`src/rtl/semaforo_multi.sv`:
```
// rtl/semaforo_multi.sv - multi-street traffic light controller with demand skipping and night flash
module semaforo_multi #(
    parameter int N_RUAS      = 4,
    parameter int T_VERDE     = 20,
    parameter int T_VERDE_MIN = 8,
    parameter int T_AMARELO   = 4,
    parameter int T_VERMELHO  = 2,
    parameter int T_PISCA     = 1
) (
    input  logic                        clk,
    input  logic                        rst,
    input  logic                        tick,
    input  logic [N_RUAS-1:0]           pedido,
    input  logic                        modo_noturno,
    output logic [N_RUAS-1:0]           vermelho,
    output logic [N_RUAS-1:0]           amarelo,
    output logic [N_RUAS-1:0]           verde,
    output logic [$clog2(N_RUAS)-1:0]   rua_ativa
);
    localparam int RW    = $clog2(N_RUAS);
    localparam int T_M1  = (T_VERDE > T_AMARELO) ? T_VERDE : T_AMARELO;
    localparam int T_M2  = (T_VERMELHO > T_PISCA) ? T_VERMELHO : T_PISCA;
    localparam int T_MAX = (T_M1 > T_M2) ? T_M1 : T_M2;
    localparam int CW    = $clog2(T_MAX + 1);

    localparam logic [1:0] VERDE          = 2'd0;
    localparam logic [1:0] AMARELO        = 2'd1;
    localparam logic [1:0] TODOS_VERMELHO = 2'd2;
    localparam logic [1:0] PISCA          = 2'd3;

    logic [1:0]        state, state_nxt;
    logic [CW-1:0]     cnt, cnt_nxt;
    logic [RW-1:0]     rua, rua_nxt, rua_prox;
    logic [N_RUAS-1:0] pending, pending_nxt;
    logic              fase, fase_nxt;
    logic [N_RUAS-1:0] sel;
    logic              outros_pend;
    logic              achou;

    assign sel         = N_RUAS'(1) << rua;
    assign outros_pend = |(pending & ~sel);
    assign rua_ativa   = rua;

    always_ff @(posedge clk) begin
        if (rst) begin
            state   <= VERDE;
            cnt     <= '0;
            rua     <= '0;
            pending <= '0;
            fase    <= 1'b0;
        end else begin
            state   <= state_nxt;
            cnt     <= cnt_nxt;
            rua     <= rua_nxt;
            pending <= pending_nxt;
            fase    <= fase_nxt;
        end
    end

    // Round-robin scan starting after the current street; plain +1 if nobody is waiting
    always_comb begin
        rua_prox = RW'((int'(rua) + 1) % N_RUAS);
        achou    = 1'b0;
        for (int k = 1; k < N_RUAS; k++) begin
            if (!achou && pending[(int'(rua) + k) % N_RUAS]) begin
                rua_prox = RW'((int'(rua) + k) % N_RUAS);
                achou    = 1'b1;
            end
        end
    end

    always_comb begin
        state_nxt   = state;
        cnt_nxt     = tick ? cnt + CW'(1) : cnt;
        rua_nxt     = rua;
        fase_nxt    = fase;
        pending_nxt = pending | (pedido & ~((state == VERDE) ? sel : '0));
        case (state)
            VERDE: begin
                if (tick && (modo_noturno || cnt == CW'(T_VERDE - 1) ||
                             (outros_pend && cnt >= CW'(T_VERDE_MIN - 1)))) begin
                    state_nxt = AMARELO;
                    cnt_nxt   = '0;
                end
            end
            AMARELO: begin
                if (tick && cnt == CW'(T_AMARELO - 1)) begin
                    state_nxt = TODOS_VERMELHO;
                    cnt_nxt   = '0;
                end
            end
            TODOS_VERMELHO: begin
                if (tick && cnt == CW'(T_VERMELHO - 1)) begin
                    cnt_nxt = '0;
                    if (modo_noturno) begin
                        state_nxt = PISCA;
                        fase_nxt  = 1'b1;
                    end else begin
                        state_nxt             = VERDE;
                        rua_nxt               = rua_prox;
                        pending_nxt[rua_prox] = 1'b0;
                    end
                end
            end
            PISCA: begin
                if (tick) begin
                    if (!modo_noturno) begin
                        state_nxt = TODOS_VERMELHO;
                        cnt_nxt   = '0;
                    end else if (cnt == CW'(T_PISCA - 1)) begin
                        fase_nxt = ~fase;
                        cnt_nxt  = '0;
                    end
                end
            end
            default: begin
                state_nxt = TODOS_VERMELHO;
                cnt_nxt   = '0;
            end
        endcase
    end

    always_comb begin
        vermelho = '0;
        amarelo  = '0;
        verde    = '0;
        case (state)
            VERDE: begin
                verde    = sel;
                vermelho = ~sel;
            end
            AMARELO: begin
                amarelo  = sel;
                vermelho = ~sel;
            end
            PISCA:   amarelo  = fase ? '1 : '0;
            default: vermelho = '1;
        endcase
    end
endmodule

```
`config.mk`:
```
export PLATFORM = sky130hd
export DESIGN_NAME = semaforo_multi
export DESIGN_NICKNAME = d
export VERILOG_FILES = /design/src/rtl/semaforo_multi.sv
export SDC_FILE = /design/constraint.sdc
export NUM_CORES = 1
export LEC_CHECK = 0
export CORE_UTILIZATION = 50
export CTS_CLUSTER_SIZE = 30
export DETAILED_ROUTE_END_ITERATION = 6
export PLACE_DENSITY = 0.84
export SYNTH_ARGS = -nofsm -noshare
export SYNTH_HDL_FRONTEND = slang
export SYNTH_SLANG_ARGS = --single-unit
```
`constraint.sdc`:
```
create_clock -name clk -period 6.4 [get_ports clk]
set_clock_uncertainty 0.1 [all_clocks]
set_input_delay 0.96 -clock clk [delete_from_list [all_inputs] [get_ports clk]]
set_output_delay 0.96 -clock clk [all_outputs]
set_load 0.1 [all_outputs]
```
[After elaboration in Yosys (flattened, before gate mapping)]
Index checks and enable logic that the tools add are counted.
Operators by class
  add/subtract/negate cells: 4
  $lt $le $gt $ge: 6
  equality and inequality tests: 14
  shift-type cells: 1
  mux-type cells: 43
  bitwise logic cells: 12
  reductions and logical operators: 22
Operators by type and width (number)
  two-way mux 5 bit: 7
  two-way mux 4 bit: 5
  case mux 5 bit (4 select lines): 1
  two-way mux 2 bit: 8
  case mux 4 bit (2 select lines): 2
  two-way mux 1 bit: 14
  != test 2 bit, second input constant: 7
  bitwise AND 4 bit: 3
  less-than comparator 3 x 4 -> 1 bit, second input constant: 3
  NOT 4 bit: 3
  case mux 2 bit (4 select lines): 1
  OR reduction 2 bit: 4
  logical AND 1 bit: 7
  binary-select mux 1 bit (select 2 bit): 3
  AND reduction 6 bit: 1
  adder 5 x 1 -> 5 bit, second input constant: 1
  equality test 5 x 1 -> 1 bit, second input constant: 1
  equality test 5 x 2 -> 1 bit, second input constant: 1
  equality test 5 bit, second input constant: 1
  >= comparator 5 x 3 -> 1 bit, second input constant: 1
  zero test 5 bit: 1
  AND reduction 5 bit: 1
  adder 2 bit, second input constant: 2
  equality test 2 bit, second input constant: 2
  17 further kinds: 22
Word-level totals
  register bits after elaboration: 14
  input bits: 8
  output and inout bits: 14
  word-level logic and storage cells: 107

[Depth between registers and ports, before layout]
Gate-level depths: netlist of the first run.
  depth after elaboration: 22
  mapped depth: 8
  mapped depth without buffers: 7

[Worst setup path before layout of the first run]
No wires, ideal clock.
  kind: register -> output
  from: register rua[1], in the netlist rua_ativa[1]
  to: output port amarelo[2]
  arrival time: 3.656 ns
  required time: 5.340 ns
  slack: 1.684 ns
  stages on the path, launching flop included: 4
  path buffers: 0
  cell sequence: dfxtp_1 -> ha_1 -> nand2_1 -> a21boi_0
Between the ends
  word-level cells in the longest chain between the ends: 2
RTL lines
  start, declared: line 33  | logic [RW-1:0] rua, rua_nxt, rua_prox;
  start signal, assigned: line 54  | rua <= rua_nxt;
  left shift 1 x 2 -> 4 bit: line 40  | assign sel = N_RUAS'(1) << rua;
  case mux 4 bit (2 select lines): line 127  | case (state)
  end, declared: line 16  | output logic [N_RUAS-1:0] amarelo,
Every way passes these cells.

[Worst setup path after layout of the first run]
  from: register rua[0], in the netlist rua_ativa[0]
  to: output port vermelho[0]
Between the ends
  word-level cells in the longest chain between the ends: 3
RTL lines
  left shift 1 x 2 -> 4 bit: line 40
  NOT 4 bit: line 130, 134
  case mux 4 bit (2 select lines): line 127
  end, declared: line 15  | output logic [N_RUAS-1:0] vermelho,
Every way passes these cells.

==> results.py, run 1 <==
metrics = {
    "outcome": {
        "status": "finished clean",
    },
    "synth": {
        "synth_area_um2": 1140,
        "synth-main-ff-cell": "dfxtp_1",
        "synth.top_cell.area_share_pct": 24.5,
        "ys_async_sr_fraction_pct": 0,
        "ys_top_cells_by_area": "dfxtp_1 25%, ha_1 9.8%, nand2_1 5.6%, a211oi_1 5.3%, a21oi_1 4.8%",
        "synthDistinctLibCells": 38,
        "avgSynthCellArea_um2": 7.89,
        "ys_seq_elements": 14,
        "ys_warn_count": 0,
        "syn_inst": 145,
        "yosysMostFrequentCell": "nand2_1",
        "yosysTopAreaCell": "dfxtp_1",
        "syn_nets": 162,
        "ys_seq_area_share_pct": 24.5,
        "synthTopCellsByCount": "17 x nand2_1, 14 x dfxtp_1, 11 x a21oi_1, 11 x inv_1, 9 x ha_1",
        "synth-edff-count": 0,
    },
    "grt": {
        "antenna_found_initial": 0,
        "grt_pass1_vias": 1049,
        "grt_start_max_net_pins": 16,
        "grt_overflow_total": 0,
        "grt_pass1_wl_mm": 4.52,
        "grt_usage_pct": 23.6,
    },
    "power_and_ir_drop": {
        "peakVddDrop_mv": 0.100,
        "p_leak_nw": 0.532,
        "power.density_nw_per_um2": 149,
        "power_uw": 208,
    },
    "setup_path": {
        "r2r_slack_ns": 3.54,
        "critical_path_class": "reg2out",
        "max_stage_delay_ns": 1.16,
        "worstSetupStartpointType": "flop",
        "r2r-start": "rua_ativa[0]",
        "cp.arrival_ns": 2.76,
        "worstSetupEndpointType": "output pin",
        "crit_slowest_cell": "clkdlybuf4s50_1",
        "crit_fanout": 9,
        "required_ns": 5.34,
        "path_cells": "clkinv_1, ha_1, a21oi_1, clkdlybuf4s50_1",
        "startpoint": "rua_ativa[0]",
        "ff2ff_path_depth": 6,
    },
    "drt": {
        "routed_wl_mm": 2.68,
        "drc": 0,
        "viasPerCell": 5.97,
        "routedWlPerCell_um": 14.1,
        "first_iter_violations": 35,
        "dr.pass1.iters": 4,
        "ant_nets": 0,
        "via_count": 1134,
    },
    "place": {
        "place_congestion": 0.895,
        "numPortBuffers": 21,
        "dp.final_hpwl_mm": 2.01,
        "dpl_cell_area_um2": 1360,
    },
    "floorplan": {
        "rows": 16,
        "core_region_area_um2": 2060,
        "die_area_um2": 2480,
        "ioPinCount": 22,
        "start_util_pct": 55.5,
        "die_x_um": 49.8,
        "die_h_um": 49.8,
    },
    "sta": {
        "fmax_mhz": 262,
        "setup_viol": 0,
        "worstMarginPinSlew_ns": 0.972,
        "fin_crit_sh_pct": 59.7,
        "slew_headroom_pct": 35.0,
        "whs_ns": 0.451,
        "rsz0062_at_grt": "no",
        "layout_min_cycle_time_ns": 3.82,
        "finalHoldViolations": 0,
        "fin_tns_setup_ns": 0,
        "finalMaxSlewViolations": 0,
    },
    "cts": {
        "clk_pin_slew_worst_paths_ns": 0.10,
        "postCtsSetupBuffers": 0,
        "cts-buffers-inserted": 3,
        "clock_latency_ns": 0.30,
        "root_buffer": "clkbuf_4",
        "cts.sinks": 14,
        "cts_max_level": 1,
        "holdBufCountCts": 0,
        "cts_tree": "done",
        "clock_path_buffers": 2,
        "cts_resized": 0,
    },
    "layout": {
        "final_nets": 181,
        "fillCellCount": 170,
        "regArea_um2": 280,
        "multi_input_area_um2": 785,
        "area_delta_synth_final_pct": 21.9,
        "n_antenna_cell": 0,
        "design_area_um2": 1390,
        "drive_gt1_share_pct": 6.75,
    },
    "hold_path": {
        "hp-class": "reg2reg",
        "hold-path-cell-count": 1,
        "min-delay-start": "fase",
    },
    "run": {
        "maxCapViolations": 0,
    },
}
critical path, delay by kind of cell (launching register included):
kind | cells | cell delay (ns)
AOI/OAI and AO/OA | 1 | 0.17
buffers and inverters | 2 | 1.45
DFF | 1 | 0.52
adders and majority gates | 1 | 0.32
placed cells by master, fill, tap and decap left out:
cell type	count
clkdlybuf4s50_1	21
nand2_1	17
dfxtp_1	14
a21oi_1	11
inv_1	11
ha_1	9
a211oi_1	8
nand3_1	6
nor2_1	5
mux2i_1	5
o21ai_0	5
a21boi_0	4
nand2b_1	4
nor2b_1	3
nor3_1	3
a31oi_1	3
xor2_1	3
a211oi_2	3
clkbuf_4	3
clkinv_1	2
nor3b_1	2
a32o_1	2
nand4_1	2
o21a_1	2
and2_0	1
mux4_2	1
and4_1	1
xnor2_1	1
nor4b_1	1
o2111ai_1	1
a221oi_2	1
o21ai_2	1
a311oi_1	1
a311o_1	1
and2_4	1
and2_1	1
o211ai_1	1
o22ai_1	1
clkbuf_8	1
layout make-up:
class,instances,area share [%]
inverters,13,3.50
well taps,27,2.42
clock buffers,4,2.60
multi-input cells,111,56.3
flip-flops and latches,14,20.1
repair buffers,21,15.1
state kept, by name (all words and copies together) (netlist names):
name       flops
pending        4
cnt            5
fase           1
rua_ativa      2
state          2
per-layer routing:
metal  up-vias  global-route usage (%)  wire, um
li1        561                       -         -
met1       528                    29.3      1200
met2        39                    39.6      1340
met3         6                    3.70        99
met4         0                    11.0        35
met5         -                       0         0
through the flow:
step	std cells	setup slack [ns]	utilization [%]
after global placement	186	3.00	65.8
final	190	2.58	67.6
after detailed placement	186	2.91	65.8
after global routing	190	2.45	67.6
after floorplan	145	1.68	-
after CTS	190	2.57	67.6
where the power goes:
group          switching, mW  internal [mW]
Sequential           0.00582         0.0903
Combinational         0.0268         0.0170
Clock                 0.0333         0.0347
worst paths after layout:
path,to
min,fase
min reg2reg,fase
max reg2reg,pending[0]
max,vermelho[0]
kinds of logic after synthesis:
family / share of synthesized area, %
AO/OA/AOI/OAI: 28.6
multiplexers: 6.35
buffers and inverters: 6.89
XOR/XNOR: 3.06
flip-flops: 24.5
AND/OR/NAND/NOR: 20.8
adder cells (fa/ha/maj): 9.85
Note: power is estimated with default switching activity, not from simulation.
==> inputs of run 2 (changes only) <==
Settings changed: CORE_UTILIZATION 50 to 46, PLACE_DENSITY 0.84 to 0.82.
Clock period 6.4 ns to 3.3 ns, I/O delays scaled along.
==> run 2 against run 1 <==
  * Flip-flop and latch count stayed put
  * Worst setup slack got worse by 1.9 ns
  * Final cell count up 1.1%
  * Die area rose by 8.3%
  * Worst hold slack worse by 0.041 ns
  * Power is 94% higher
  * Critical path type is now reg2reg
  * First-iteration DRC count rose by 8.6%
  * Global-route usage increased by 0.58 points
  * Largest cell class unchanged
  * Sequential power rose by 95%
  * Utilization fell by 6.5 points
==> results.py, run 2 (synthesis results as in run 1) <==
metrics = {
    "hold_path": {
        "hold_path_end": "fase",
        "hp-class": "reg2reg",
        "min-delay-start": "fase",
        "hold-path-cell-count": 1,
    },
    "sta": {
        "setup_viol": 0,
        "finalMaxSlewViolations": 0,
        "rsz0062_at_grt": "no",
        "slew_headroom_pct": 55.4,
        "finalHoldViolations": 0,
        "fin_crit_sh_pct": 79.2,
        "whs_ns": 0.410,
        "layout_min_cycle_time_ns": 2.61,
        "worstMarginPinSlew_ns": 0.667,
        "fmax_mhz": 383,
        "fin_tns_setup_ns": 0,
        "fin_ws_ns": 0.687,
    },
    "drt": {
        "drc": 0,
        "routed_wl_mm": 2.79,
        "dr.pass1.iters": 4,
        "ant_nets": 0,
        "routedWlPerCell_um": 14.5,
        "via_count": 1171,
        "viasPerCell": 6.10,
        "first_iter_violations": 38,
    },
    "run": {
        "maxCapViolations": 0,
    },
    "cts": {
        "cts_max_level": 1,
        "clock_latency_ns": 0.29,
        "clk_pin_slew_worst_paths_ns": 0.10,
        "cts_resized": 0,
        "holdBufCountCts": 0,
        "cts.sinks": 14,
        "cts_tree": "done",
        "root_buffer": "clkbuf_4",
        "postCtsSetupBuffers": 0,
        "cts-buffers-inserted": 3,
        "clock_path_buffers": 2,
    },
    "floorplan": {
        "core_region_area_um2": 2280,
        "ioPinCount": 22,
        "die_area_um2": 2690,
        "die_h_um": 51.9,
        "start_util_pct": 50.2,
        "rows": 17,
        "die_x_um": 51.9,
    },
    "layout": {
        "largest_reg_flops": 5,
        "final_common_cell": "nand2_1",
        "fillCellCount": 205,
        "multi_input_area_um2": 807,
        "final_nets": 182,
        "n_antenna_cell": 0,
        "reg.largest.list": "cnt x5, pending x4",
        "area_delta_synth_final_pct": 21.7,
        "regArea_um2": 282,
        "design_area_um2": 1390,
        "drive_gt1_share_pct": 20.1,
        "layout_common_cells": "17 x nand2_1, 15 x buf_4, 13 x dfxtp_1, 11 x inv_1, 9 x ha_1",
        "regMostFlops": "cnt",
    },
    "setup_path": {
        "cp.arrival_ns": 2.65,
        "cp_top_family": "compound AO/OA/AOI/OAI gates",
        "critPathMostFrequentCell": "mux2i_1",
        "path_buf_inv": 1,
        "ff2ff_path_depth": 6,
        "critical_path_class": "reg2reg",
        "worstSetupStartpointType": "flop",
        "r2r-end": "rua_ativa[1]",
        "max_stage_delay_ns": 0.53,
        "required_ns": 3.34,
        "worstSetupEndpointType": "flop",
        "r2r_slack_ns": 0.69,
        "crit_slowest_cell": "ha_1",
        "crit_fanout": 9,
        "path_cells": "clkinv_1, ha_1, mux2i_1, mux2i_1, a311oi_1, a211oi_1",
        "r2r-start": "rua_ativa[0]",
    },
    "outcome": {
        "status": "finished clean",
    },
    "power_and_ir_drop": {
        "power.density_nw_per_um2": 290,
        "p_leak_nw": 0.561,
        "peakVddDrop_mv": 0.221,
        "power_uw": 404,
    },
    "grt": {
        "grt_start_max_net_pins": 16,
        "grt_pass1_wl_mm": 4.91,
        "grt_usage_pct": 24.2,
        "grt_pass1_vias": 1124,
        "antenna_found_initial": 0,
        "grt_overflow_total": 0,
    },
    "place": {
        "post-place-ws_ns": 0.766,
        "dpl_cell_area_um2": 1360,
        "dp.final_hpwl_mm": 2.11,
        "numPortBuffers": 21,
        "place_congestion": 0.871,
    },
}
==> run 2: layer usage <==
layer / up-vias / share of wire, % / track usage [%]
met3: 9 / 5.3 / 4.09
met2: 43 / 49 / 42.3
met1: 555 / 43 / 28.8
met5: - / 0 / 0
met4: 0 / 2.6 / 9.91
li1: 564 / - / -
==> run 2: worst max path at each step <==
stage | cells after the start | slack, ns | from | to
after floorplan | 3 | -0.24 | rua_ativa[1] | amarelo[2]
after global placement | 6 | 0.94 | rua_ativa[0] | rua_ativa[1]
after detailed placement | 6 | 0.77 | rua_ativa[0] | rua_ativa[1]
after CTS | 6 | 0.75 | rua_ativa[0] | rua_ativa[1]
after global routing | 6 | 0.50 | rua_ativa[0] | rua_ativa[1]
final | 6 | 0.69 | rua_ativa[0] | rua_ativa[1]
==> run 2: through the flow <==
stage | utilization, % | instances
CTS | 61.1 | 192
detailed placement | 59.5 | 188
global route | 61.1 | 192
finish | 61.1 | 192
global placement | 59.5 | 188
floorplan | - | 145
==> run 2: power by group <==
group | internal [mW] | leakage [nW] | total [mW] | switching (mW)
clock | 0.0672 | 0.0210 | 0.130 | 0.0631
combinational | 0.0338 | 0.425 | 0.0863 | 0.0525
sequential | 0.175 | 0.115 | 0.187 | 0.0121
==> run 2: final cells by class <==
| class | instances | area share, % |
|---|---|---|
| Timing Repair Buffer | 22 | 13.1 |
| Tap cell | 28 | 2.52 |
| Sequential cell | 14 | 20.2 |
| Multi-Input combinational cell | 111 | 58.0 |
| Clock buffer | 4 | 2.61 |
| Inverter | 13 | 3.51 |
==> run 2: worst register-to-register path, cell delays in order, from the launching register on <==
cell,delay [ns]
dfxtp_2,0.43
clkinv_1,0.25
ha_1,0.53
mux2i_1,0.33
mux2i_1,0.19
a311oi_1,0.49
a211oi_1,0.15
